**config.mk**
```make
export PLATFORM = sky130hd
export DESIGN_NAME = stopwatch_display_mux
export DESIGN_NICKNAME = d
export VERILOG_FILES = /design/src/rtl/stopwatch_display_mux.sv
export SDC_FILE = /design/constraint.sdc
export NUM_CORES = 1
export LEC_CHECK = 0
export BUFFER_PORTS_ARGS = -buffer_cell sky130_fd_sc_hd__buf_2
export CAP_MARGIN = 10
export CORE_ASPECT_RATIO = 0.9
export CORE_MARGIN = 4
export CORE_UTILIZATION = 50
export CTS_CLUSTER_SIZE = 12
export DETAILED_ROUTE_END_ITERATION = 6
export PLACE_DENSITY = 0.69
export SKIP_LAST_GASP = 1
export SYNTH_ARGS = -nofsm -noshare
export SYNTH_HDL_FRONTEND = slang
export SYNTH_SLANG_ARGS = --single-unit
```
**constraint.sdc**
```tcl
create_clock -name clock -period 2.8 [get_ports clock]
set_input_delay 0.28 -clock clock [delete_from_list [all_inputs] [get_ports clock]]
set_output_delay 0.28 -clock clock [all_outputs]
set_load 0.02 [all_outputs]
```
**src/rtl/stopwatch_display_mux.sv**
```systemverilog
// Multiplexes the stopwatch MM:SS BCD digits onto a 4-digit common-anode
// 7-segment display, with a per-scan digit snapshot and blinking of the adjusted field.
module stopwatch_display_mux #(
    parameter int REFRESH_DIV = 100000,
    parameter int BLINK_DIV   = 25000000
) (
    input  logic       clock,
    input  logic       rst,
    input  logic [3:0] min_ten,
    input  logic [3:0] min_unit,
    input  logic [2:0] sec_ten,
    input  logic [3:0] sec_unit,
    input  logic       adj,
    input  logic       sel,
    output logic [3:0] an,
    output logic [6:0] seg,
    output logic       dp
);

    localparam int RW = $clog2(REFRESH_DIV);
    localparam int BW = $clog2(BLINK_DIV);
    localparam logic [RW-1:0] REF_TOP   = RW'(REFRESH_DIV - 1);
    localparam logic [BW-1:0] BLINK_TOP = BW'(BLINK_DIV - 1);

    logic [RW-1:0] r_ref_cnt;
    logic [1:0]    r_idx;
    logic [BW-1:0] r_blink_cnt;
    logic          r_blink_phase;
    logic [3:0]    r_snap_su;
    logic [2:0]    r_snap_st;
    logic [3:0]    r_snap_mu;
    logic [3:0]    r_snap_mt;

    logic          w_ref_wrap;
    logic [3:0]    w_digit;
    logic [3:0]    w_an;
    logic          w_blank;

    function automatic logic [6:0] seg_decode(input logic [3:0] d);
        logic [6:0] s;
        case (d)
            4'd0:    s = 7'b1000000;
            4'd1:    s = 7'b1111001;
            4'd2:    s = 7'b0100100;
            4'd3:    s = 7'b0110000;
            4'd4:    s = 7'b0011001;
            4'd5:    s = 7'b0010010;
            4'd6:    s = 7'b0000010;
            4'd7:    s = 7'b1111000;
            4'd8:    s = 7'b0000000;
            4'd9:    s = 7'b0010000;
            default: s = 7'b0111111;
        endcase
        return s;
    endfunction

    assign w_ref_wrap = (r_ref_cnt == REF_TOP);

    // Scan counter, digit index, and snapshot taken only on the 3->0 index wrap
    always_ff @(posedge clock) begin
        if (rst) begin
            r_ref_cnt <= '0;
            r_idx     <= 2'd0;
            r_snap_su <= 4'd0;
            r_snap_st <= 3'd0;
            r_snap_mu <= 4'd0;
            r_snap_mt <= 4'd0;
        end else if (w_ref_wrap) begin
            r_ref_cnt <= '0;
            r_idx     <= r_idx + 2'd1;
            if (r_idx == 2'd3) begin
                r_snap_su <= sec_unit;
                r_snap_st <= sec_ten;
                r_snap_mu <= min_unit;
                r_snap_mt <= min_ten;
            end
        end else begin
            r_ref_cnt <= r_ref_cnt + 1'b1;
        end
    end

    // Blink timebase; held cleared whenever adjust mode is off
    always_ff @(posedge clock) begin
        if (rst) begin
            r_blink_cnt   <= '0;
            r_blink_phase <= 1'b0;
        end else if (adj) begin
            if (r_blink_cnt == BLINK_TOP) begin
                r_blink_cnt   <= '0;
                r_blink_phase <= ~r_blink_phase;
            end else begin
                r_blink_cnt <= r_blink_cnt + 1'b1;
            end
        end else begin
            r_blink_cnt   <= '0;
            r_blink_phase <= 1'b0;
        end
    end

    // Digit selection and anode pattern for the current slot
    always_comb begin
        w_digit = 4'd0;
        w_an    = 4'b1111;
        case (r_idx)
            2'd0: begin w_digit = r_snap_su;          w_an = 4'b1110; end
            2'd1: begin w_digit = {1'b0, r_snap_st};  w_an = 4'b1101; end
            2'd2: begin w_digit = r_snap_mu;          w_an = 4'b1011; end
            2'd3: begin w_digit = r_snap_mt;          w_an = 4'b0111; end
            default: begin w_digit = 4'd0;            w_an = 4'b1111; end
        endcase
    end

    // idx[1] splits the display into the seconds (0,1) and minutes (2,3) fields
    assign w_blank = adj & r_blink_phase & (sel ? r_idx[1] : ~r_idx[1]);

    // Registered display drive
    always_ff @(posedge clock) begin
        if (rst) begin
            an  <= 4'b1111;
            seg <= 7'h7F;
            dp  <= 1'b1;
        end else if (w_blank) begin
            an  <= 4'b1111;
            seg <= 7'h7F;
            dp  <= 1'b1;
        end else begin
            an  <= w_an;
            seg <= seg_decode(w_digit);
            dp  <= (r_idx != 2'd2);
        end
    end

endmodule
```
==> results of run 1 <==
area by class of cell:
cell class | count | area (um2) | share of cell area, %
Sequential cell | 71 | 1420 | 38.8
Clock buffer | 14 | 153 | 4.16
Multi-Input combinational cell | 267 | 1770 | 48.2
Clock inverter | 1 | 5.00 | 0.137
Inverter | 14 | 52.6 | 1.43
Timing Repair Buffer | 31 | 158 | 4.30
Tap cell | 87 | 109 | 2.97
registers in the layout (all words and copies together), names as in the netlist:
name,count
r_snap_mu,4
r_idx,2
r_blink_cnt,25
seg,7
an,4
r_snap_mt,4
r_snap_st,3
r_snap_su,4
r_ref_cnt,17
r_blink_phase,1
power breakdown:
part	internal (uW)	switching (uW)
Sequential	1020	6.05
Clock	341	353
Combinational	29.9	39.0
stage by stage:
step           std cells  power, uW  area (um2)  hold slack (ns)  worst slack (ns)
6_report             485       1790        3670            0.192             0.549
4_1_cts              485       1810        3670            0.180             0.539
2_1_floorplan        370       1100        3330            0.426             0.764
3_3_place_gp         470       1120        3510            0.440             0.576
3_5_place_dp         470       1120        3510            0.454             0.567
5_1_grt              485       1860        3670            0.189             0.303
routing by layer:
layer	vias up	track usage [%]	wire (um)
met5	-	0	0
met4	0	4.46	54
met3	6	7.00	346
met2	58	24.8	2760
met1	1226	22.5	3140
li1	1353	-	-
worst register-to-register path, delay by kind of cell, from the launching register on:
family / cells / cell delay, ns
DFF: 1 / 0.41
and+or+nand+nor: 2 / 0.87
adders and majority gates: 1 / 0.24
buffers and inverters: 1 / 0.09
AOI/OAI and AO/OA: 1 / 0.29
muxes: 1 / 0.29
synthesized netlist by cell type, drive strengths merged, types with 2 or more instances:
library cell  count  area [um2]
xor2             10        87.6
ha                9         113
o21ai            10        50.0
nor2             33         126
nor3              4        20.0
clkbuf           13        48.8
nand3            21         105
a211oi            2        15.0
and3              4        25.0
or3               7        43.8
a22oi             2        15.0
and4              2        18.8
xnor2            16         140
nand4            15        93.8
or4              14         113
o21a              2        15.0
buf               5        35.0
nand2            17        63.8
inv              14        52.6
nand2b           35         219
a21oi            16        80.1
mux2i            19         190
nor4              6        37.5
a222oi            3        30.0
dfxtp            71        1420
o31ai            10        75.1
worst max-delay path by stage:
stage | startpoint | slack [ns] | cells past startpoint | endpoint
after floorplan | r_idx[1]$_SDFFE_PP0N_ | 0.76 | 6 | seg[0]$_SDFF_PP1_
after global placement | r_idx[0]$_SDFFE_PP0N_ | 0.58 | 7 | seg[1]$_SDFF_PP1_
after detailed placement | r_idx[0]$_SDFFE_PP0N_ | 0.57 | 7 | seg[1]$_SDFF_PP1_
after CTS | r_idx[0]$_SDFFE_PP0N_ | 0.54 | 7 | seg[1]$_SDFF_PP1_
after global routing | r_idx[0]$_SDFFE_PP0N_ | 0.30 | 7 | seg[1]$_SDFF_PP1_
final | r_idx[1]$_SDFFE_PP0N_ | 0.55 | 6 | seg[3]$_SDFF_PP1_
kinds of logic (layout without fill, tap and decap cells):
kind of cell | count (synthesis) | after routing | share of synthesized area, %
buf+inv | 32 | 60 | 4.10
fa+ha+maj | 9 | 9 | 3.39
compound gates | 48 | 48 | 9.44
mux | 19 | 19 | 5.72
flops | 71 | 71 | 42.7
xor+xnor | 26 | 26 | 6.85
simple gates | 165 | 165 | 27.8
==> flow_summary.ini, run 1 <==
[status]
status = finished, final reports clean

[worst_setup_path]
path_cells = inv_1, ha_1, a222oi_1, mux2i_1, or4b_2, nand4_1
arrival_ns = 2.52
cpPeakStageDelay_ns = 0.76
cp.required_ns = 3.07
critPathKind = reg2reg
reg2reg_setup_slack_ns = 0.55
critPathSlowestCell = or4b_2
rr_endpoint = seg[3]$_SDFF_PP1_
start_kind = register
reg2reg_from = r_idx[1]$_SDFFE_PP0N_
critical-path-top-delay-family = simple AND/OR/NAND/NOR gates
reg2reg_depth = 6
critPathCaptureType = register
crit_buf_inv = 1
crit_fanout = 10

[cells_and_area]
fillerInstances = 601
fin_util_pct = 58.3
area_growth_syn_to_layout_pct = 10.2
drive_gt1_share_pct = 12.3
layout_commonest_cell = dfxtp_1
fin_nets = 422
final_cell_mix = dfxtp_1, nand2b_1, nor2_1, buf_2, nand3_1
diodes = 0

[min_path]
min_to = r_snap_mu[0]$_SDFFE_PP0P_
hold_depth = 3
hp-start = min_unit[0]
hold_class = in2reg

[placement]
io_buffers = 30
dpl.hpwl_mm = 4.36
place.gp.congestion = 0.807

[power]
peakVddDrop_uv = 234
powerDensity_nw_per_um2 = 488
p_leak_uw = 0.00122

[yosys]
yosysWarnings = 0
synth_cell_types = 41
synth_seq_cells = 71
netlist_instances = 370
synth_enable_flop_cells = 0
syn_area_um2 = 3330
synthFlopType = dfxtp_1
async_flop_share_pct = 0
avgSynthCellArea_um2 = 8.99
yosysSeqAreaShare_pct = 42.7
syn-num-nets = 398

[run]
drv_cap = 0

[sta]
slew_viol_final = 0
finalSetupTns_ns = 0
period_share_pct = 80.4
worst_slew_pin_slew_ns = 0.876
fin_crit_ns = 2.25
setup_viol = 0
max_slew_margin_pct = 41.3
max_freq_ghz = 0.444
rsz0062_at_grt = false
hold_viol_final = 0
finalClockSkew_ns = 0.0126

[floorplan]
dieWidth_um = 94.0
core_um2 = 6280
io_pins = 31
die_h_um = 85.4
start_util_pct = 52.9
rows = 27
die-area_um2 = 8020

[drt]
ant_nets = 0
drcViolationCount = 0
viasPerCell = 5.45
wire_per_inst_um = 13.0
drt-total-wl_mm = 6.29
vias = 2643
drt_first_pass_iters = 4
drt_iter0_markers = 118

[clock_tree]
cts_tree = done
cts.clk_slew.worst_paths_ns = 0.07
insertion_delay_ns = 0.35
clock-root-buffer = clkbuf_8
cts_resized = 0
post_cts_buffers = 0
clock_path_buffers = 2
htreeDepth = 3
cts_buffers = 9
cts_hold_buf = 0
cts_sinks = 71

[global_route]
grt_max_degree = 38
grt_pass1_wl_mm = 10.9
grt_usage_pct = 16.8
antenna_found_initial = 0
grt.overflow.total = 0
grt_pass1_vias = 2439
(Power assumes the default switching activity.)
==> run 2, diff against run 1 <==
==> constraint.sdc (replaced) <==
create_clock -name clock -period 2.2 [get_ports clock]
set_input_delay 0.22 -clock clock [delete_from_list [all_inputs] [get_ports clock]]
set_output_delay 0.22 -clock clock [all_outputs]
set_load 0.02 [all_outputs]
==> flow_summary.ini, run 2 (synthesis results as in run 1) <==
[status]
status = finished, final reports clean

[cells_and_area]
final_cells = 502
area_growth_syn_to_layout_pct = 16.9
top_regs = r_blink_cnt: 25 flops, r_ref_cnt: 17 flops, seg: 7 flops
diodes = 0
final_cell_mix = dfxtp_1, nand2b_1, nor2_1, buf_2, nand3_1
drive_gt1_share_pct = 17.1
fillerInstances = 553
largest_reg_flops = 25
multiInputGateArea_um2 = 1780
area.sequential_um2 = 1420
largest_register = r_blink_cnt
fin_nets = 438
fin_area_um2 = 3890
layout_commonest_cell = dfxtp_1

[placement]
place.gp.congestion = 0.818
pre_cts_slack_ns = 0.172
dpl.hpwl_mm = 4.53
io_buffers = 30
post-place-cells = 484
placed_area_um2 = 3640

[min_path]
hold_class = in2reg
hp-start = sec_ten[1]

[sta]
finalSetupTns_ns = 0
max_freq_ghz = 0.490
hold_ws_ns = 0.136
fin_ws_ns = 0.161
worst_slew_pin_slew_ns = 0.468
finalClockSkew_ns = 0.00651
setup_viol = 0
max_slew_margin_pct = 68.8
fin_crit_ns = 2.04
hold_viol_final = 0
slew_viol_final = 0
period_share_pct = 92.7
rsz0062_at_grt = false

[global_route]
grt.overflow.total = 0
top_usage_layer = met2
met1_usage_pct = 22.1
grt_pass1_wl_mm = 11.0
grt_pass1_vias = 2480
antenna_found_initial = 0
grt_usage_pct = 16.9
grt_max_degree = 38
met3_usage_pct = 5.59
use_met2_pct = 25.5

[worst_setup_path]
crit_fanout = 5
rr_endpoint = seg[3]$_SDFF_PP1_
path_cells = inv_1, ha_1, a222oi_1, mux2i_1, or4b_2, nand4_1
cpPeakStageDelay_ns = 0.71
critPathCaptureType = register
critPathSlowestCell = or4b_2
setup.worst_path.end = seg[3]$_SDFF_PP1_
arrival_ns = 2.32
reg2reg_from = r_idx[1]$_SDFFE_PP0N_
reg2reg_setup_slack_ns = 0.16
critPathKind = reg2reg
start_kind = register
worstSetupStartpoint = r_idx[1]$_SDFFE_PP0N_
reg2reg_depth = 6
cp.required_ns = 2.48

[clock_tree]
htreeDepth = 3
cts_sinks = 71
cts_hold_buf = 0
clock-root-buffer = clkbuf_8
insertion_delay_ns = 0.34
cts_tree = done
cts_buffers = 9
clock_path_buffers = 2
cts.clk_slew.worst_paths_ns = 0.07

[drt]
drt_first_pass_iters = 5
drt_iter0_markers = 153
vias = 2705
ant_nets = 0
viasPerCell = 5.39
drcViolationCount = 0
wire_per_inst_um = 12.8
drt-total-wl_mm = 6.40

[power]
pwr-share-clk_pct = 45.2
powerDensity_nw_per_um2 = 658
peakVddDrop_uv = 320
seq_power_share_pct = 51.0
p_leak_uw = 0.00134
p_sw_uw = 517
netSwitchingFraction_pct = 20.2
power_frac_comb_pct = 3.7
intPower_uw = 2040

[floorplan]
io_pins = 31
start_util_pct = 52.9
rows = 27
core_um2 = 6280
die-area_um2 = 8020
dieWidth_um = 94.0
die_h_um = 85.4

[run]
drv_cap = 0
==> run 2: cell count changes in the layout (fill, tap and decap cells not counted), sizes merged <==
cell / delta
buf: +16
bufinv: +2
clkbuf: -1
==> run 2: metrics by stage <==
step	power (uW)	utilization (%)
floorplan	1390	-
global placement	1430	57.9
detailed placement	1430	57.9
CTS	2590	61.5
global route	2660	61.8
finish	2560	61.8
==> run 2: repair_timing <==
item	in CTS	in global routing
setup buffers	0	2
gates resized for setup	0	4
endpoints found under the setup margin	0	5
==> run 2: worst min-delay path by stage <==
stage / slack, ns / cells after the start / to
2_1_floorplan: 0.38 / 2 / r_snap_mt[0]$_SDFFE_PP0P_
3_3_place_gp: 0.44 / 1 / r_blink_cnt[0]$_SDFF_PP0_
3_5_place_dp: 0.45 / 1 / r_blink_cnt[0]$_SDFF_PP0_
4_1_cts: 0.12 / 3 / r_snap_mu[3]$_SDFFE_PP0P_
5_1_grt: 0.12 / 3 / r_snap_st[1]$_SDFFE_PP0P_
6_report: 0.14 / 3 / r_snap_st[1]$_SDFFE_PP0P_
==> run 2: cell type report <==
type,instances,share of cell area (%)
multi-input cells,267,45.7
flip-flops and latches,71,36.6
inverters,14,1.35
well taps,87,2.80
clock inverters,3,1.67
clock buffers,13,4.09
repair buffers,47,7.79
==> run 2: power groups by stage <==
stage                     clock network [uW]  logic (uW)  registers, uW
after floorplan                            0        52.1           1340
after global placement                     0        95.1           1330
after detailed placement                   0        96.8           1340
after CTS                               1190        97.1           1310
after global routing                    1240         108           1310
final                                   1160        95.4           1310
==> run 2: critical path, delay by kind of cell, from the launching register on <==
kind	cells	cell delay [ns]
multiplexers	1	0.16
flip-flops	1	0.37
AO/OA/AOI/OAI	1	0.33
buffers and inverters	1	0.07
adder cells (fa/ha/maj)	1	0.23
AND/OR/NAND/NOR	2	0.82
==> run 2: per-layer routing <==
metal / vias up / share of wire, %
met2: 55 / 44
met3: 14 / 5.4
met1: 1245 / 49
li1: 1391 / -
met5: - / 0
met4: 0 / 2.2
